`src/rtl/mod_symbol_sequencer_pkg.sv`:
```
// Shared definitions for the modulator symbol sequencer: symbol codes for the
// 4:1 modulator mux, FSM state type and counter sizing helper.
package mod_pkg;

    localparam int SEL_W = 2;

    // Symbol codes select mux inputs in0..in3
    localparam logic [SEL_W-1:0] SYM_0 = 2'd0;
    localparam logic [SEL_W-1:0] SYM_1 = 2'd1;
    localparam logic [SEL_W-1:0] SYM_2 = 2'd2;
    localparam logic [SEL_W-1:0] SYM_3 = 2'd3;

    typedef enum logic {
        IDLE,
        SHIFT
    } state_t;

    // Counter width for a modulus n; a 1-bit counter is kept even when n==1
    function automatic int unsigned cnt_width(input int unsigned n);
        return (n > 1) ? $clog2(n) : 1;
    endfunction

endpackage

```
`src/rtl/mod_symbol_sequencer_timer.sv`:
```
// Symbol hold prescaler: counts SYM_DIV clocks per symbol and flags the
// final clock of each symbol period.
module mod_symbol_timer
    import mod_pkg::*;
#(
    parameter int unsigned SYM_DIV = 4
) (
    input  logic clk,
    input  logic rst,
    input  logic i_restart,
    input  logic i_run,
    output logic o_last
);

    localparam int unsigned          DIV_W    = cnt_width(SYM_DIV);
    localparam logic [DIV_W-1:0]     DIV_LAST = DIV_W'(SYM_DIV - 1);

    logic [DIV_W-1:0] r_div_cnt;

    always_ff @(posedge clk or posedge rst) begin
        if (rst) begin
            r_div_cnt <= '0;
        end else if (i_restart || (i_run && o_last)) begin
            r_div_cnt <= '0;
        end else if (i_run) begin
            r_div_cnt <= r_div_cnt + 1'b1;
        end
    end

    assign o_last = (r_div_cnt == DIV_LAST);

endmodule

```
`src/rtl/mod_symbol_sequencer.sv`:
```
// Serializes handshaked data words into 2-bit symbols, MSB pair first, each held
// SYM_DIV clocks on the modulator mux select; parks on IDLE_SEL between words.
module mod_symbol_sequencer
    import mod_pkg::*;
#(
    parameter int unsigned       DATA_W   = 8,
    parameter int unsigned       SYM_DIV  = 4,
    parameter logic [SEL_W-1:0]  IDLE_SEL = SYM_0
) (
    input  logic              clk,
    input  logic              rst,
    input  logic [DATA_W-1:0] in_data,
    input  logic              in_valid,
    output logic              in_ready,
    output logic [SEL_W-1:0]  sel,
    output logic              sym_strobe,
    output logic              busy,
    output logic              done
);

    localparam int unsigned      N        = DATA_W / 2;
    localparam int unsigned      IDX_W    = cnt_width(N);
    localparam logic [IDX_W-1:0] IDX_LAST = IDX_W'(N - 1);

    state_t             r_state;
    logic [DATA_W-1:0]  r_shift;
    logic [IDX_W-1:0]   r_sym_idx;
    logic [SEL_W-1:0]   r_sel;
    logic               r_strobe;
    logic               r_busy;
    logic               r_done;

    state_t             w_state_nxt;
    logic [DATA_W-1:0]  w_shift_nxt;
    logic [DATA_W-1:0]  w_shift_adv;
    logic [IDX_W-1:0]   w_idx_nxt;
    logic [SEL_W-1:0]   w_sel_nxt;
    logic               w_strobe_nxt;
    logic               w_busy_nxt;
    logic               w_done_nxt;

    logic               w_last;
    logic               w_word_end;
    logic               w_accept;

    mod_symbol_timer #(
        .SYM_DIV (SYM_DIV)
    ) u_timer (
        .clk       (clk),
        .rst       (rst),
        .i_restart (w_accept),
        .i_run     (r_state == SHIFT),
        .o_last    (w_last)
    );

    assign w_word_end  = (r_state == SHIFT) && w_last && (r_sym_idx == IDX_LAST);
    assign in_ready    = !rst && ((r_state == IDLE) || w_word_end);
    assign w_accept    = in_valid && in_ready;
    assign w_shift_adv = r_shift << SEL_W;

    // in_ready is only high in IDLE or on the last clock of a word, so any
    // accept is a fresh load regardless of state (covers the gapless reload).
    always_comb begin
        w_state_nxt  = r_state;
        w_shift_nxt  = r_shift;
        w_idx_nxt    = r_sym_idx;
        w_sel_nxt    = r_sel;
        w_strobe_nxt = 1'b0;
        w_busy_nxt   = r_busy;
        w_done_nxt   = 1'b0;

        if (w_accept) begin
            w_state_nxt  = SHIFT;
            w_shift_nxt  = in_data;
            w_idx_nxt    = '0;
            w_sel_nxt    = in_data[DATA_W-1 -: SEL_W];
            w_strobe_nxt = 1'b1;
            w_busy_nxt   = 1'b1;
        end else begin
            case (r_state)
                IDLE: begin
                    w_sel_nxt  = IDLE_SEL;
                    w_busy_nxt = 1'b0;
                end
                SHIFT: begin
                    if (w_last) begin
                        if (r_sym_idx == IDX_LAST) begin
                            w_state_nxt = IDLE;
                            w_shift_nxt = '0;
                            w_idx_nxt   = '0;
                            w_sel_nxt   = IDLE_SEL;
                            w_busy_nxt  = 1'b0;
                            w_done_nxt  = 1'b1;
                        end else begin
                            w_shift_nxt  = w_shift_adv;
                            w_idx_nxt    = r_sym_idx + 1'b1;
                            w_sel_nxt    = w_shift_adv[DATA_W-1 -: SEL_W];
                            w_strobe_nxt = 1'b1;
                        end
                    end
                end
                default: begin
                    w_state_nxt = IDLE;
                    w_sel_nxt   = IDLE_SEL;
                    w_busy_nxt  = 1'b0;
                end
            endcase
        end
    end

    always_ff @(posedge clk or posedge rst) begin
        if (rst) begin
            r_state   <= IDLE;
            r_shift   <= '0;
            r_sym_idx <= '0;
            r_sel     <= IDLE_SEL;
            r_strobe  <= 1'b0;
            r_busy    <= 1'b0;
            r_done    <= 1'b0;
        end else begin
            r_state   <= w_state_nxt;
            r_shift   <= w_shift_nxt;
            r_sym_idx <= w_idx_nxt;
            r_sel     <= w_sel_nxt;
            r_strobe  <= w_strobe_nxt;
            r_busy    <= w_busy_nxt;
            r_done    <= w_done_nxt;
        end
    end

    assign sel        = r_sel;
    assign sym_strobe = r_strobe;
    assign busy       = r_busy;
    assign done       = r_done;

endmodule

```
`config.mk`:
```
export PLATFORM = sky130hd
export DESIGN_NAME = mod_symbol_sequencer
export DESIGN_NICKNAME = d
export VERILOG_FILES = /design/src/rtl/mod_symbol_sequencer_pkg.sv /design/src/rtl/mod_symbol_sequencer_timer.sv /design/src/rtl/mod_symbol_sequencer.sv
export SDC_FILE = /design/constraint.sdc
export NUM_CORES = 1
export LEC_CHECK = 0
export ABC_AREA = 1
export CAP_MARGIN = 20
export CELL_PAD_IN_SITES_DETAIL_PLACEMENT = 0
export CELL_PAD_IN_SITES_GLOBAL_PLACEMENT = 2
export CORE_MARGIN = 3
export CORE_UTILIZATION = 25
export CTS_CLUSTER_SIZE = 16
export DETAILED_ROUTE_END_ITERATION = 8
export PLACE_DENSITY_LB_ADDON = 0.1
export SETUP_SLACK_MARGIN = 0.1
export SYNTH_ARGS = -nofsm -noshare
export SYNTH_HDL_FRONTEND = slang
export SYNTH_HIERARCHICAL = 1
export SYNTH_SLANG_ARGS = --single-unit
```
`constraint.sdc`:
```
create_clock -name clk -period 1.9 [get_ports clk]
set_clock_uncertainty 0.1 [all_clocks]
set_input_delay 0.38 -clock clk [delete_from_list [all_inputs] [get_ports clk]]
set_output_delay 0.38 -clock clk [all_outputs]
set_load 0.01 [all_outputs]
```
==> results.sh <==
export IMPL_status="finished, final reports clean"
export IMPL_grt_antenna_before_repair=0
export IMPL_drc=0
export IMPL_synthTopCellsByCount="nand2_1, dfrtp_1, inv_1"
export IMPL_rows=19
export IMPL_finalHoldViolCount=0
export IMPL_synth_cell_types=14
export IMPL_grt_use_total=0.108
export IMPL_syn_to_final_growth_pct=41.1
export IMPL_num_vias=729
export IMPL_cts_root_buffer="clkbuf_4"
export IMPL_cts_hold_buffers=0
export IMPL_drive_above_1_share=0.203
export IMPL_routabilityCongestion=0.753
export IMPL_yosys_area_top_type_share=0.500
export IMPL_synth_edf_count=0
export IMPL_fp_dieW_um=62.6
export IMPL_initial_utilization=0.276
export IMPL_cts_num_sinks=16
export IMPL_p_leak_uw=0.000633
export IMPL_relSlewSlack=0.841
export IMPL_synthCells=101
export IMPL_utilization=0.390
export IMPL_synth_nets=114
export IMPL_p_total_uw=1450
export IMPL_drtPass1Iterations=4
export IMPL_synth_ff_type="dfrtp_1"
export IMPL_grt_start_max_net_pins=12
export IMPL_place_ws_ns=-0.0294
export IMPL_cts_made_buffers=3
export IMPL_drtAntennaViolNets=0
export IMPL_clk_latency_ns=0.28
export IMPL_async_flop_share=1.00
export IMPL_cts_max_path_buffers=2
export IMPL_avgViaCountPerCell=4.17
export IMPL_first_global_vias=739
export IMPL_path_class="flop to output port"
export IMPL_postPlaceCellArea_sq_um=1060
export IMPL_synth_top_area_cell="dfrtp_1"
export IMPL_top_level_ports=17
export IMPL_syn_area_per_cell_sq_um=7.93
export IMPL_crit_required_ns=1.42
export IMPL_io_buffers=16
export IMPL_wl_per_cell_um=10.5
export IMPL_rsz0062_at_grt="yes"
export IMPL_slew_violations=0
export IMPL_dp_hpwl_mm=1.41
export IMPL_nets=148
export IMPL_synth_area_leaders="dfrtp_1, nand2_1, inv_1"
export IMPL_critical_path_max_fanout=2
export IMPL_cp_slowest_cell="dfrtp_1"
export IMPL_diodes=0
export IMPL_syn_cell_area_sq_um=801
export IMPL_min_period_ns=1.71
export IMPL_max_vdd_ir_drop_uv=394
export IMPL_setup_viol=0
export IMPL_end_kind="output port"
export IMPL_cts_tree="done"
export IMPL_cp_cell_sequence="ha_2, nand2_2, nand2_4, inv_2, nor2_1, buf_2"
export IMPL_yosysWarningCount=6
export IMPL_fmax_ghz=0.584
export IMPL_cts_max_level=1
export IMPL_fp_dieH_um=62.6
export IMPL_grt_pass1_wl_mm=3.37
export IMPL_critPathArrivalTime_ns=1.23
export IMPL_timing_final_crit_share=0.901
export IMPL_power_density_nw_per_um2=1290
export IMPL_grt_ovfl_total=0
export IMPL_hp_class="input port to asynchronous set/reset pin"
export IMPL_synth_most_common_cell="nand2_1"
export IMPL_clkSlewWorstSetupHoldPaths_ns=0.10
export IMPL_maxCapViolCount=0
export IMPL_fin_area_sq_um=1130
export IMPL_slowest_delay_ns=0.37
export IMPL_core_sq_um=2900
export IMPL_synth_seq_area_share=0.500
export IMPL_setup_slack_ns=0.188
export IMPL_start_kind="flop"
export IMPL_die_area_sq_um=3920
export IMPL_wl_mm=1.84
export IMPL_finalSetupTns_ns=0
export IMPL_first_iter_violations=16
export IMPL_ys_ff_latch=16
export IMPL_max_slew_worst_pin_slew_ns=0.239
layout make-up:
cell class                      count  area, sq um
Fill cell                         326         1770
Sequential cell                    16          400
Multi-Input combinational cell     68          334
Timing Repair Buffer               30          260
Inverter                           16         60.1
Tap cell                           42         52.6
Clock buffer                        3         22.5
logic make-up after synthesis:
family,share of synthesized area
simple gates,0.373
compound gates,0.00624
buf+inv,0.0891
fa+ha+maj,0.0312
flops,0.500
worst max-delay path: cells and delay by family, from the launching register on:
| family | cells | cell delay (ns) |
|---|---|---|
| simple gates | 3 | 0.21 |
| buf+inv | 2 | 0.18 |
| flops | 1 | 0.37 |
| fa+ha+maj | 1 | 0.20 |
stage by stage:
step	hold WS [ns]	std cells
floorplan	0.0212	101
global placement	0.362	166
detailed placement	0.369	166
CTS	0.284	172
global route	0.300	175
finish	0.293	175
power breakdown:
part | switching, uW | leakage, uW | internal, uW
Sequential | 73.4 | 0.000207 | 474
Clock | 107 | 0.0000138 | 73.5
Combinational | 374 | 0.000412 | 350
Total | 555 | 0.000633 | 898
sequential cells by signal, indices dropped and copies added (netlist names):
register           count
sym_strobe             1
u_timer/r_div_cnt      2
r_shift                6
r_sym_idx              2
sel                    2
busy                   1
done                   1
r_state                1
cell usage in the layout, fill, tap and decap left out:
master,synthesis,routed
clkbuf_4,0,3
buf_4,0,14
inv_1,15,14
nor2_1,3,3
nand2_2,2,2
nor2_2,1,1
ha_2,0,2
nand4_1,6,6
dfrtp_1,16,16
buf_2,0,1
nand2_1,42,42
inv_2,1,2
nand3_4,1,1
nand2_4,1,1
o21ai_0,1,1
nand3_1,9,9
clkdlybuf4s50_1,0,15
worst paths after layout:
| check | startpoint | endpoint | slack (ns) | cells past startpoint |
|---|---|---|---|---|
| max | r_sym_idx[1] | in_ready | 0.19 | 6 |
| min | rst | u_timer/r_div_cnt[0] | 0.29 | 3 |
| max reg2reg | u_timer/r_div_cnt[0] | r_sym_idx[0] | 0.33 | 9 |
| min reg2reg | r_shift[0] | r_shift[0] | 0.38 | 2 |
| max in group asynchronous | rst | sel[0] | 0.84 | 5 |
| min in group clk | r_shift[0] | r_shift[0] | 0.38 | 2 |
layer usage:
layer | global-route usage | wire [um] | part of all wire | vias to the layer above
met5 | 0 | 0 | 0 | -
met2 | 0.169 | 813 | 0.44 | 13
met4 | 0.0496 | 17 | 0.0093 | 0
met1 | 0.139 | 912 | 0.50 | 333
li1 | - | - | - | 381
met3 | 0.0270 | 93 | 0.051 | 2
repair_timing:
action                                  4_1_cts  5_1_grt
gates resized for setup                       6        1
gates cloned                                  0        0
buffers inserted                              3        3
endpoints found under the setup margin        1        1
pin swaps                                     2        3
Power figures use the tool's default switching activity.
